--- src/rtl/regfile_dump_reader.sv ---
// Register-file dump engine: walks [cfg_first..cfg_last] through one read port and
// streams each register as low/high beats. Optional REGDUMP_CHECKSUM_EN appends an XOR beat.
module regfile_dump_reader #(
    parameter int DATAPATH_WIDTH = 64,
    parameter int REGFILE_ADDR   = 3,
    parameter int BEAT_WIDTH     = 32
) (
    input  logic                      clk,
    input  logic                      reset,
    input  logic                      start,
    input  logic [REGFILE_ADDR-1:0]   cfg_first,
    input  logic [REGFILE_ADDR-1:0]   cfg_last,
    output logic [REGFILE_ADDR-1:0]   raddr,
    input  logic [DATAPATH_WIDTH-1:0] rdata,
    output logic                      freeze,
    output logic                      out_valid,
    input  logic                      out_ready,
    output logic [BEAT_WIDTH-1:0]     out_data,
    output logic                      out_last,
    output logic                      busy,
    output logic                      done
);

    localparam int NUM_BEATS = DATAPATH_WIDTH / BEAT_WIDTH;

    typedef enum logic [2:0] {
        S_IDLE    = 3'd0,
        S_READ    = 3'd1,
        S_SEND_LO = 3'd2,
        S_SEND_HI = 3'd3,
`ifdef REGDUMP_CHECKSUM_EN
        S_CSUM    = 3'd4,
`endif
        S_DONE    = 3'd5
    } state_t;

    state_t                     r_state;
    state_t                     w_state_next;
    logic [REGFILE_ADDR-1:0]    r_idx;
    logic [REGFILE_ADDR-1:0]    r_lim;
    logic [REGFILE_ADDR-1:0]    r_raddr;
    logic [DATAPATH_WIDTH-1:0]  r_hold;
    logic                       w_handshake;
    logic                       w_at_lim;
    logic                       w_accept_start;
    logic                       w_empty_range;
    logic [BEAT_WIDTH-1:0]      w_beat [NUM_BEATS];

    // Hold register viewed as an array of beats, beat 0 = least significant word.
    genvar gi;
    generate
        for (gi = 0; gi < NUM_BEATS; gi++) begin : g_beat
            assign w_beat[gi] = r_hold[gi*BEAT_WIDTH +: BEAT_WIDTH];
        end
    endgenerate

    assign w_handshake    = out_valid && out_ready;
    assign w_at_lim       = (r_idx == r_lim);
    assign w_accept_start = (r_state == S_IDLE) && start;
    assign w_empty_range  = (cfg_first > cfg_last);

    // State register
    always_ff @(posedge clk or negedge reset) begin
        if (!reset) begin
            r_state <= S_IDLE;
        end else begin
            r_state <= w_state_next;
        end
    end

    // Next-state logic
    always_comb begin
        w_state_next = r_state;
        case (r_state)
            S_IDLE: begin
                if (start) begin
                    if (w_empty_range) begin
`ifdef REGDUMP_CHECKSUM_EN
                        w_state_next = S_CSUM;
`else
                        w_state_next = S_DONE;
`endif
                    end else begin
                        w_state_next = S_READ;
                    end
                end
            end
            S_READ: begin
                w_state_next = S_SEND_LO;
            end
            S_SEND_LO: begin
                if (w_handshake) begin
                    w_state_next = S_SEND_HI;
                end
            end
            S_SEND_HI: begin
                if (w_handshake) begin
                    if (w_at_lim) begin
`ifdef REGDUMP_CHECKSUM_EN
                        w_state_next = S_CSUM;
`else
                        w_state_next = S_DONE;
`endif
                    end else begin
                        w_state_next = S_READ;
                    end
                end
            end
`ifdef REGDUMP_CHECKSUM_EN
            S_CSUM: begin
                if (w_handshake) begin
                    w_state_next = S_DONE;
                end
            end
`endif
            S_DONE: begin
                w_state_next = S_IDLE;
            end
            default: begin
                w_state_next = S_IDLE;
            end
        endcase
    end

`ifdef REGDUMP_CHECKSUM_EN
    logic [BEAT_WIDTH-1:0] r_csum;

    // Running XOR of every accepted data beat of the current dump.
    always_ff @(posedge clk or negedge reset) begin
        if (!reset) begin
            r_csum <= '0;
        end else if (w_accept_start) begin
            r_csum <= '0;
        end else if (w_handshake && ((r_state == S_SEND_LO) || (r_state == S_SEND_HI))) begin
            r_csum <= r_csum ^ out_data;
        end
    end
`endif

    // Output logic; everything decodes from registered state so reset clears it at once.
    always_comb begin
        raddr     = r_raddr;
        busy      = (r_state != S_IDLE);
        freeze    = (r_state != S_IDLE);
        out_valid = 1'b0;
        out_data  = '0;
        out_last  = 1'b0;
        done      = 1'b0;
        case (r_state)
            S_READ: begin
                raddr = r_idx;
            end
            S_SEND_LO: begin
                out_valid = 1'b1;
                out_data  = w_beat[0];
            end
            S_SEND_HI: begin
                out_valid = 1'b1;
                out_data  = w_beat[1];
`ifndef REGDUMP_CHECKSUM_EN
                out_last  = w_at_lim;
`endif
            end
`ifdef REGDUMP_CHECKSUM_EN
            S_CSUM: begin
                out_valid = 1'b1;
                out_data  = r_csum;
                out_last  = 1'b1;
            end
`endif
            S_DONE: begin
                done = 1'b1;
            end
            default: begin
            end
        endcase
    end

    // Index/limit, snapshot and the read address that persists outside READ.
    always_ff @(posedge clk or negedge reset) begin
        if (!reset) begin
            r_idx   <= '0;
            r_lim   <= '0;
            r_raddr <= '0;
            r_hold  <= '0;
        end else begin
            if (w_accept_start) begin
                r_idx <= cfg_first;
                r_lim <= cfg_last;
            end
            if (r_state == S_READ) begin
                r_hold  <= rdata;
                r_raddr <= r_idx;
            end
            // Never steps past the limit, so a range ending at the top index cannot wrap.
            if ((r_state == S_SEND_HI) && w_handshake && !w_at_lim) begin
                r_idx <= r_idx + REGFILE_ADDR'(1);
            end
        end
    end

endmodule

--- config.mk ---
export PLATFORM = sky130hd
export DESIGN_NAME = regfile_dump_reader
export DESIGN_NICKNAME = d
export VERILOG_FILES = /design/src/rtl/regfile_dump_reader.sv
export SDC_FILE = /design/constraint.sdc
export NUM_CORES = 1
export LEC_CHECK = 0
export CAP_MARGIN = 15
export CELL_PAD_IN_SITES_DETAIL_PLACEMENT = 1
export CELL_PAD_IN_SITES_GLOBAL_PLACEMENT = 1
export CORE_ASPECT_RATIO = 1.75
export CORE_MARGIN = 4
export CORE_UTILIZATION = 39
export DETAILED_ROUTE_END_ITERATION = 7
export PLACE_DENSITY_LB_ADDON = 0.1
export SYNTH_ARGS = -nofsm -noshare
export SYNTH_HDL_FRONTEND = slang
export SYNTH_SLANG_ARGS = --single-unit
--- constraint.sdc ---
create_clock -name clk -period 4.1 [get_ports clk]
set_input_delay 0.82 -clock clk [delete_from_list [all_inputs] [get_ports clk]]
set_output_delay 0.82 -clock clk [all_outputs]
set_load 0.01 [all_outputs]
# Yosys cells after proc, flatten, opt, wreduce, memory -nomap -nowiden
# Cells that the tools add are included.
[totals] mem_bits_rw=0 n_memories=0 latch_bits=0 reg_bits=76 mem_bits_ro=0
[op_classes] n_lt_le_gt_ge=1 mul=0 addsub=1 bitwise_logic=0 n_reduce_logical=10 n_mux=13 shifts=0 div_mod_pow=0 eq_ne=8
[op_table] cell="$pmux 32 s2" n=1
[op_table] cell="$mux 3" n=8
[op_table] cell="$pmux 3 s4" n=1
[op_table] cell="$eq 3x2->1 const B" n=2
[op_table] cell="$ne 2x2->1 const B" n=3
[op_table] cell="$logic_and 1x1->1" n=4
[op_table] cell="$add 3x1->3 const B" n=1
[op_table] cell="$eq 3x1->1 const B" n=1
[op_table] cell="$eq 3x3->1" n=1
[op_table] cell="$eq 3x3->1 const B" n=1
[op_table] cell="$gt 3x3->1" n=1
[op_table] cell="$logic_not 3->1" n=1
[op_table] cell="$mux 1" n=3
[op_table] cell="$reduce_and 3->1" n=1
[op_table] cell="$reduce_bool 3->1" n=1
[op_table] cell="$reduce_bool 2->1" n=1
[op_table] cell="$reduce_or 2->1" n=1
[op_table] cell="$logic_not 1->1" n=1

# Longest topological paths before layout
# Gate-level depths: netlist (run 1).
[depth] depth_word=7 depth_mapped=7 mapped_depth_nobuf=6

# Worst setup path before layout (run 1)
# No wires, ideal clock.
[synth_path] path_kind="register -> output" startpoint="register r_state[1]" endpoint="output raddr[0]" n_path_buf=3 t_required_ns=3.280 arrival_time_ns=1.428 setup_slack_ns=1.852 path_stages_with_launch=6 cell_sequence="dfrtp_1 > buf_2 > nor3b_2 > buf_4 > buf_6 > mux2_1"
[synth_via] elab_chain_len=2
[synth_rtl] element="start, declared" line="37" source="state_t r_state;"
[synth_rtl] element="start signal, assigned" line="67" source="r_state <= w_state_next;"
[synth_rtl] element="$eq 3x1->1" line="149" source="case (r_state)"
[synth_rtl] element="$mux 3" line="149"
[synth_rtl] element="end, declared" line="13" source="output logic [REGFILE_ADDR-1:0] raddr,"
# Every way passes these cells.

# Worst setup path in the final report (run 1)
[layout_path] startpoint="register r_state[1]" endpoint="output raddr[2]"
# The elaborated chain is that of the path after synthesis.

==> impl_metrics.ini, run 1 <==
[run_status]
status = complete, no violations

[sta]
tightest_slew_ns = 0.957
finalCriticalPeriod_ns = 3.09
setup_viol = 0
rsz0062_at_grt = no
drv_slew = 0
skew_ns = 0.00273
final_hold_viol_count = 0
fin_tns_setup_ns = 0
period_share = 0.753
fmax_mhz = 324
slew_headroom = 0.362
setup_ws_ns = 1.01

[clock_network]
cts_sinks = 76
cts_tree = done
cts_setup_buffers = 0
cts-resized-gates = 0
clkLatencyLatePin_ns = 0.32
path_clk_slew_ns = 0.05
clock_tree.root_cell = clkbuf_16
cts_buffers = 9
clockBufferDepth = 2
cts_hold_buf = 0
htree_num_levels = 3

[power]
ir_drop_v = 0.000633
power_leakage_nw = 2.17
power_density_nw_per_um2 = 839

[worst_hold_path]
worst_hold_path_type = flip-flop to flip-flop
hold_path.startpoint = r_hold[23]$_DFFE_PN0P_

[logic_synthesis]
synth_cells = 273
syn_nets = 351
synth_area_um2 = 3540
synth_cell_types = 32
ys_warn_count = 0
syn_area_per_cell_um2 = 13.0
yosysSeqAreaShare = 0.537
synth_seq_cells = 76

[route]
wl_per_cell_um = 16.7
ant_nets = 0
vias_per_cell = 4.95
drt_pass1_iterations = 4
num_vias = 2497
drc = 0
routed_wl_mm = 8.41
drt_iter0_markers = 64

[layout]
num_antenna_cells = 0
final_layout_size_suffix_gt1_frac = 0.158
syn_to_final_growth_pct = 42.5
multi_input_area_um2 = 1520
regArea_um2 = 1900
fill_cells = 929
design_area_um2 = 5050
layout.nets = 461

[worst_setup_path]
crit_type = flip-flop to output port
crit_path_max_fanout = 12
cp.required_ns = 3.28
arrival_ns = 2.27
reg2reg_from = r_state[1]$_DFFE_PN0P_
startpoint = r_state[1]$_DFFE_PN0P_
cp-start-kind = flip-flop
end_kind = output port

[floorplan]
core_um2 = 8780
ios = 114
start_util = 0.403
die_area_um2 = 10700
die_x_um = 80.0
dieHeight_um = 134
core.rowCount = 45

[grt]
grt_antenna_before_repair = 0
grt_overflow = 0
first_global_vias = 2838
grt_usage = 0.166
grt_max_degree = 77
grt_pass1_wl_mm = 13.7

[placed_design]
port_buffers = 113
dpl-instance-area_um2 = 4740
gp_congestion = 0.709
dp_hpwl_mm = 6.12
dp_slack_ns = 1.35

[run]
drv_cap = 0
-- cells by family after synthesis --
| family | after synthesis | synth area share |
|---|---|---|
| muxes | 101 | 0.309 |
| DFF | 76 | 0.537 |
| and+or+nand+nor | 49 | 0.0608 |
| buffers and inverters | 24 | 0.0371 |
| AOI/OAI and AO/OA | 16 | 0.0343 |
| adders and majority gates | 4 | 0.0141 |
| xor gates and xnor gates | 3 | 0.00742 |
-- critical path, stage by stage (launching register included) --
cell	delay (ns)
dfrtp_1	0.48
nor3b_4	0.57
mux2_1	0.40
clkdlybuf4s50_1	0.49
-- per-layer routing --
metal | up-vias | wire length, um | GRT usage | part of all wire
met5 | - | 0 | 0 | 0
met1 | 1247 | 3200 | 0.184 | 0.38
met2 | 67 | 4610 | 0.298 | 0.55
li1 | 1171 | - | - | -
met3 | 12 | 489 | 0.0497 | 0.058
met4 | 0 | 116 | 0.0536 | 0.014
-- placed cells by master, fill, tap and decap left out, types with 3 or more instances in the layout --
| cell | n |
|---|---|
| mux2_2 | 38 |
| buf_4 | 4 |
| mux2_1 | 30 |
| clkbuf_8 | 3 |
| nand2_1 | 4 |
| clkdlybuf4s50_1 | 112 |
| a21oi_1 | 3 |
| dfrtp_1 | 75 |
| o21ai_0 | 4 |
| xor2_1 | 3 |
| mux2i_1 | 33 |
| inv_1 | 6 |
| clkbuf_16 | 9 |
| nor2_1 | 36 |
| ha_1 | 4 |
-- synth_stat cells, drive strengths merged --
cell type,n,area share
dfrtp,76,0.54
buf,14,0.026
o21a,1,0.0021
xor2,3,0.0074
and3b,1,0.0025
nor3,2,0.0042
nor2,36,0.038
a211oi,2,0.0042
and2,1,0.0018
nand2,4,0.0042
o21ai,4,0.0057
mux2,68,0.22
a21oi,3,0.0042
nand2b,1,0.0018
nor2b,1,0.0018
clkbuf,3,0.0032
nor3b,1,0.0035
inv,7,0.0074
a31o,1,0.0025
o311ai,2,0.0099
o22ai,1,0.0018
a31oi,1,0.0018
o211ai,1,0.0021
ha,4,0.014
mux2i,33,0.093
nand3,2,0.0028
-- worst paths after layout --
kind | endpoint | slack (ns) | cells after the start
setup / recovery | raddr[2] | 1.01 | 3
hold / removal | r_hold[23]$_DFFE_PN0P_ | 0.48 | 1
setup reg to reg | r_hold[33]$_DFFE_PN0P_ | 1.79 | 3
hold reg to reg | r_hold[23]$_DFFE_PN0P_ | 0.48 | 1
max in group asynchronous | r_state[0]$_DFFE_PN0P_ | 2.78 | 1
min in group asynchronous | r_hold[38]$_DFFE_PN0P_ | 0.63 | 1
-- registers in the layout, summed over array words and instances (netlist names) --
signal and flops:
r_hold 64, r_idx 3, r_lim 3, r_raddr 3, r_state 3
-- where the power goes --
part / switching, W / internal [W] / total, W
clock: 0.000277 / 0.000518 / 0.000795
combinational: 0.000915 / 0.00117 / 0.00208
sequential: 0.000215 / 0.00114 / 0.00136
total: 0.00141 / 0.00283 / 0.00423
-- per-stage QoR --
step / hold WS (ns) / cells / utilization / total power, W
detailed placement: 0.474 / 489 / 0.540 / 0.00349
global route: 0.503 / 504 / 0.575 / 0.00455
finish: 0.481 / 504 / 0.575 / 0.00423
global placement: 0.467 / 489 / 0.540 / 0.00342
CTS: 0.487 / 504 / 0.575 / 0.00431
floorplan: 0.457 / 273 / - / 0.00260
-- cell type report --
class,instances,area share
Inverter,7,0.00521
Tap cell,117,0.0290
Clock inverter,1,0.00595
Clock buffer,14,0.0543
Sequential cell,76,0.377
Timing Repair Buffer,116,0.228
Multi-Input combinational cell,173,0.300
No activity file was read; power rests on OpenSTA's default activity.
==> inputs of run 2 (changes only) <==
- CORE_UTILIZATION: 39 -> 36
- clock period: 4.1 -> 3.15 ns (I/O delays scaled with it)
==> run 2 against run 1 <==
Sequential power up 29%. Die area is 7.7% higher. Design area is 0.69% higher. Power up 32%. Register-to-register slack worse by 0.58 ns. First-iteration DRC count grew 42%. Combinational power increased by 31%. Sequential share of layout area decreased by 0.26 points. Largest cell class unchanged. Setup slack got worse by 0.66 ns.
==> impl_metrics.ini, run 2 (synthesis gave the netlist of run 1 again) <==
[worst_setup_path]
path_depth = 4
cpPeakStageDelay_ns = 0.50
timing.reg2reg.setup_slack_ns = 1.21
cp_num_buf_inv = 2
crit_family = buffers and inverters
cp-start-kind = flip-flop
crit_end = raddr[1]
startpoint = r_state[1]$_DFFE_PN0P_
crit_path_max_fanout = 11
crit_type = flip-flop to output port
arrival_ns = 2.16
end_kind = output port
reg2reg_from = r_state[1]$_DFFE_PN0P_
worstReg2RegEnd = r_hold[36]$_DFFE_PN0P_
cp.required_ns = 2.52
slowest_stage = dfrtp_1
crit_chain = nor3b_4 > buf_4 > mux2_1 > clkdlybuf4s50_1
r2r_cells = 3

[route]
routed-wl-met2_mm = 4.58
routed_wl_mm = 8.48
drt_pass1_iterations = 4
drc = 0
drt_iter0_markers = 91
met3WireLength_um = 387
ant_nets = 0
wl_per_cell_um = 16.6
wl_met1_mm = 3.39
num_vias = 2494
top_layer = met4
vias_per_cell = 4.87

[grt]
grt_antenna_before_repair = 0
grt_usage = 0.154
grt_overflow = 0
grt_pass1_wl_mm = 14.0
first_global_vias = 2774
grt_max_degree = 77

[layout]
mostFrequentLayoutCell = clkdlybuf4s50_1
final_cell_mix = clkdlybuf4s50_1 (112), dfrtp_1 (75), mux2_2 (38)
largest-register = r_hold
finalNonFillerCells = 512
final_layout_size_suffix_gt1_frac = 0.167
num_antenna_cells = 0
syn_to_final_growth_pct = 43.4
largest_reg_flops = 64
post-route-util = 0.533
layout.nets = 463

[run]
drv_cap = 0

[sta]
slew_headroom = 0.347
rsz0062_at_grt = no
drv_slew = 0
period_share = 0.887
skew_ns = 0.00540
final_hold_viol_count = 0
setup_viol = 0
fmax_mhz = 358
finalCriticalPeriod_ns = 2.79
fin_tns_setup_ns = 0
tightest_slew_ns = 0.980

[clock_network]
cts_sinks = 76
clockBufferDepth = 2
cts_tree = done
clkLatencyLatePin_ns = 0.32
cts_setup_buffers = 0
cts_buffers = 9
path_clk_slew_ns = 0.06
cts-resized-gates = 0
htree_num_levels = 3
clock_tree.root_cell = clkbuf_16
cts_hold_buf = 0

[placed_design]
port_buffers = 113
dpl.cell_count = 496
gp_congestion = 0.747
dp_hpwl_mm = 6.10

[floorplan]
start_util = 0.372
core_um2 = 9530
die_x_um = 83.0
ios = 114
dieHeight_um = 139
core.rowCount = 47
die_area_um2 = 11600

[worst_hold_path]
worst_hold_path_type = primary input to async pin

[power]
ir_drop_v = 0.000576
power_leakage_nw = 2.19
power_density_nw_per_um2 = 1100

[run_status]
status = complete, no violations
==> run 2: cell types whose count changed in the layout (fill, tap and decap cells not counted) <==
cell / delta
clkbuf_1: -1
bufinv_16: +1
buf_4: +2
clkinv_2: +3
clkbuf_8: -2
==> run 2: power by group <==
part           internal (W)  switching [W]  total (W)  leakage (nW)
clock              0.000711       0.000372    0.00108         0.159
sequential          0.00148       0.000279    0.00176         0.898
combinational       0.00154        0.00119    0.00273          1.13
==> run 2: how the worst min path moves through the flow <==
stage	depth (start not counted)	from	to	slack, ns
2_1_floorplan	0	reset	r_hold[0]$_DFFE_PN0P_	0.33
3_3_place_gp	1	r_hold[17]$_DFFE_PN0P_	r_hold[17]$_DFFE_PN0P_	0.47
3_5_place_dp	1	r_raddr[0]$_DFF_PN0_	r_raddr[0]$_DFF_PN0_	0.47
4_1_cts	1	r_raddr[0]$_DFF_PN0_	r_raddr[0]$_DFF_PN0_	0.48
5_1_grt	1	r_hold[19]$_DFFE_PN0P_	r_hold[19]$_DFFE_PN0P_	0.50
6_report	1	reset	r_hold[6]$_DFFE_PN0P_	0.45
==> run 2: cell type report <==
class	instances	area, um^2
fillers	1003	4450
flip-flops and latches	76	1900
multi-input cells	173	1520
repair buffers	118	1170
clock buffers	11	243
well taps	122	153
clock inverters	5	75.1
inverters	7	26.3
==> run 2: stage by stage <==
step           instance area [um^2]  power (W)  setup slack [ns]  hold slack [ns]
2_1_floorplan                  3540    0.00339              1.09            0.334
3_3_place_gp                   4760    0.00450             0.702            0.467
3_5_place_dp                   4760    0.00458             0.687            0.470
4_1_cts                        5080    0.00569             0.315            0.484
5_1_grt                        5080    0.00599             0.214            0.498
6_report                       5080    0.00557             0.357            0.455
==> run 2: layer usage <==
layer | vias to the layer above | track usage
li1 | 1174 | -
met1 | 1246 | 0.178
met2 | 66 | 0.273
met3 | 8 | 0.0378
met4 | 0 | 0.0543
met5 | - | 0
==> inputs of run 3 (changes only) <==
- clock period: 3.15 -> 2.8 ns (I/O delays scaled with it)
==> run 3 against run 2 <==
Non-clock buffer count increased by 3. Clock-buffer cell count unchanged. Critical endpoint is now raddr[0]. First-iteration DRC count decreased by 49%. Largest cell class unchanged. Flip-flop and latch count unchanged. Highest routed layer unchanged. Wire length increased by 3.1%. Global-route usage increased by 0.32 points. Via count increased by 1.6%. Clock skew increased by 0.0017 ns. Critical path type unchanged.
==> impl_metrics.ini, run 3 (synthesis gave the netlist of run 1 again) <==
[floorplan]
core_um2 = 9530
ios = 114
die_area_um2 = 11600
core.rowCount = 47
dieHeight_um = 139
start_util = 0.372
die_x_um = 83.0

[grt]
grt_antenna_before_repair = 0
grt_pass1_wl_mm = 14.3
grt_overflow = 0
first_global_vias = 2799
grt_max_degree = 57
grt_usage = 0.157

[clock_network]
htree_num_levels = 3
cts_hold_buf = 0
clockBufferDepth = 2
clkLatencyLatePin_ns = 0.32
clock_tree.root_cell = clkbuf_16
cts_sinks = 76
cts-resized-gates = 0
path_clk_slew_ns = 0.06
cts_buffers = 9
cts_setup_buffers = 0
cts_tree = done

[placed_design]
dp_hpwl_mm = 6.45
gp_congestion = 0.730
port_buffers = 113
dpl-instance-area_um2 = 4800

[layout]
final_cell_mix = clkdlybuf4s50_1 (112), dfrtp_1 (75), mux2_2 (38)
largest_reg_flops = 64
mostFrequentLayoutCell = clkdlybuf4s50_1
num_antenna_cells = 0
syn_to_final_growth_pct = 43.4
final_layout_size_suffix_gt1_frac = 0.169
fill_cells = 1020
layout.nets = 466
regArea_um2 = 1900
largest-register = r_hold
multi_input_area_um2 = 1520
design_area_um2 = 5080

[worst_setup_path]
crit_path_max_fanout = 11
cp-start-kind = flip-flop
end_kind = output port
worstReg2RegEnd = r_hold[36]$_DFFE_PN0P_
arrival_ns = 2.10
reg2reg_from = r_state[0]$_DFFE_PN0P_
crit_type = flip-flop to output port
startpoint = r_state[0]$_DFFE_PN0P_
crit_end = raddr[0]
timing.reg2reg.setup_slack_ns = 0.70
cp.required_ns = 2.24
r2r_cells = 3

[sta]
period_share = 0.951
fmax_mhz = 376
drv_slew = 0
skew_ns = 0.00710
setup_viol = 0
finalCriticalPeriod_ns = 2.66
tightest_slew_ns = 0.711
fin_tns_setup_ns = 0
final_hold_viol_count = 0
slew_headroom = 0.526
rsz0062_at_grt = no

[route]
ant_nets = 0
routed_wl_mm = 8.75
vias_per_cell = 4.94
drt_pass1_iterations = 4
drt_iter0_markers = 46
drc = 0
wl_per_cell_um = 17.0
num_vias = 2535

[power]
pwr-share-comb = 0.495
netSwitchingFraction = 0.335
p_seq_frac = 0.326
power_leakage_nw = 2.19
p_int_w = 0.00412
clock_power_share = 0.179
power_density_nw_per_um2 = 1220
ir_drop_v = 0.000799
net-switching-power_w = 0.00208

[run_status]
status = complete, no violations

[worst_hold_path]
worst_hold_path_type = primary input to async pin

[run]
drv_cap = 0
## run 3: layout make-up
type / instances / area share
Clock buffer: 11 / 0.0478
Clock inverter: 3 / 0.00788
Inverter: 7 / 0.00517
Multi-Input combinational cell: 173 / 0.298
Sequential cell: 76 / 0.375
Tap cell: 122 / 0.0300
Timing Repair Buffer: 121 / 0.236
## run 3: per-stage QoR
step | setup WS, ns | utilization | total power [W] | instances | hold slack (ns)
3_3_place_gp | 0.487 | 0.504 | 0.00508 | 499 | 0.467
4_1_cts | 0.0834 | 0.533 | 0.00633 | 513 | 0.121
2_1_floorplan | 0.812 | - | 0.00381 | 273 | 0.264
5_1_grt | 0.00382 | 0.533 | 0.00666 | 513 | 0.133
6_report | 0.137 | 0.533 | 0.00620 | 513 | 0.124
3_5_place_dp | 0.468 | 0.504 | 0.00518 | 499 | 0.472
## run 3: how the worst min path moves through the flow
| stage | slack (ns) | depth (start not counted) | start | end |
|---|---|---|---|---|
| 5_1_grt | 0.13 | 1 | reset | r_hold[6]$_DFFE_PN0P_ |
| 3_5_place_dp | 0.47 | 1 | reset | r_hold[6]$_DFFE_PN0P_ |
| 2_1_floorplan | 0.26 | 0 | reset | r_hold[0]$_DFFE_PN0P_ |
| 4_1_cts | 0.12 | 1 | reset | r_hold[6]$_DFFE_PN0P_ |
| 3_3_place_gp | 0.47 | 1 | reset | r_hold[38]$_DFFE_PN0P_ |
| 6_report | 0.12 | 1 | reset | r_hold[6]$_DFFE_PN0P_ |
## run 3: layer usage
metal	wire length, um	track usage
met1	3280	0.166
met2	4830	0.289
met3	476	0.0455
met4	165	0.0620
met5	0	0
## run 3: critical path, cell delays in order, from the launching register on
cell and delay (ns):
dfrtp_2 0.55, nor3b_4 0.36, mux2_1 0.38, clkdlybuf4s50_1 0.49
## run 3: power by group through the flow
stage,Combinational [W],Clock (W),Sequential [W]
floorplan,0.00192,0,0.00189
global placement,0.00307,0,0.00201
detailed placement,0.00313,0,0.00205
CTS,0.00315,0.00115,0.00203
global route,0.00336,0.00120,0.00210
finish,0.00307,0.00111,0.00202
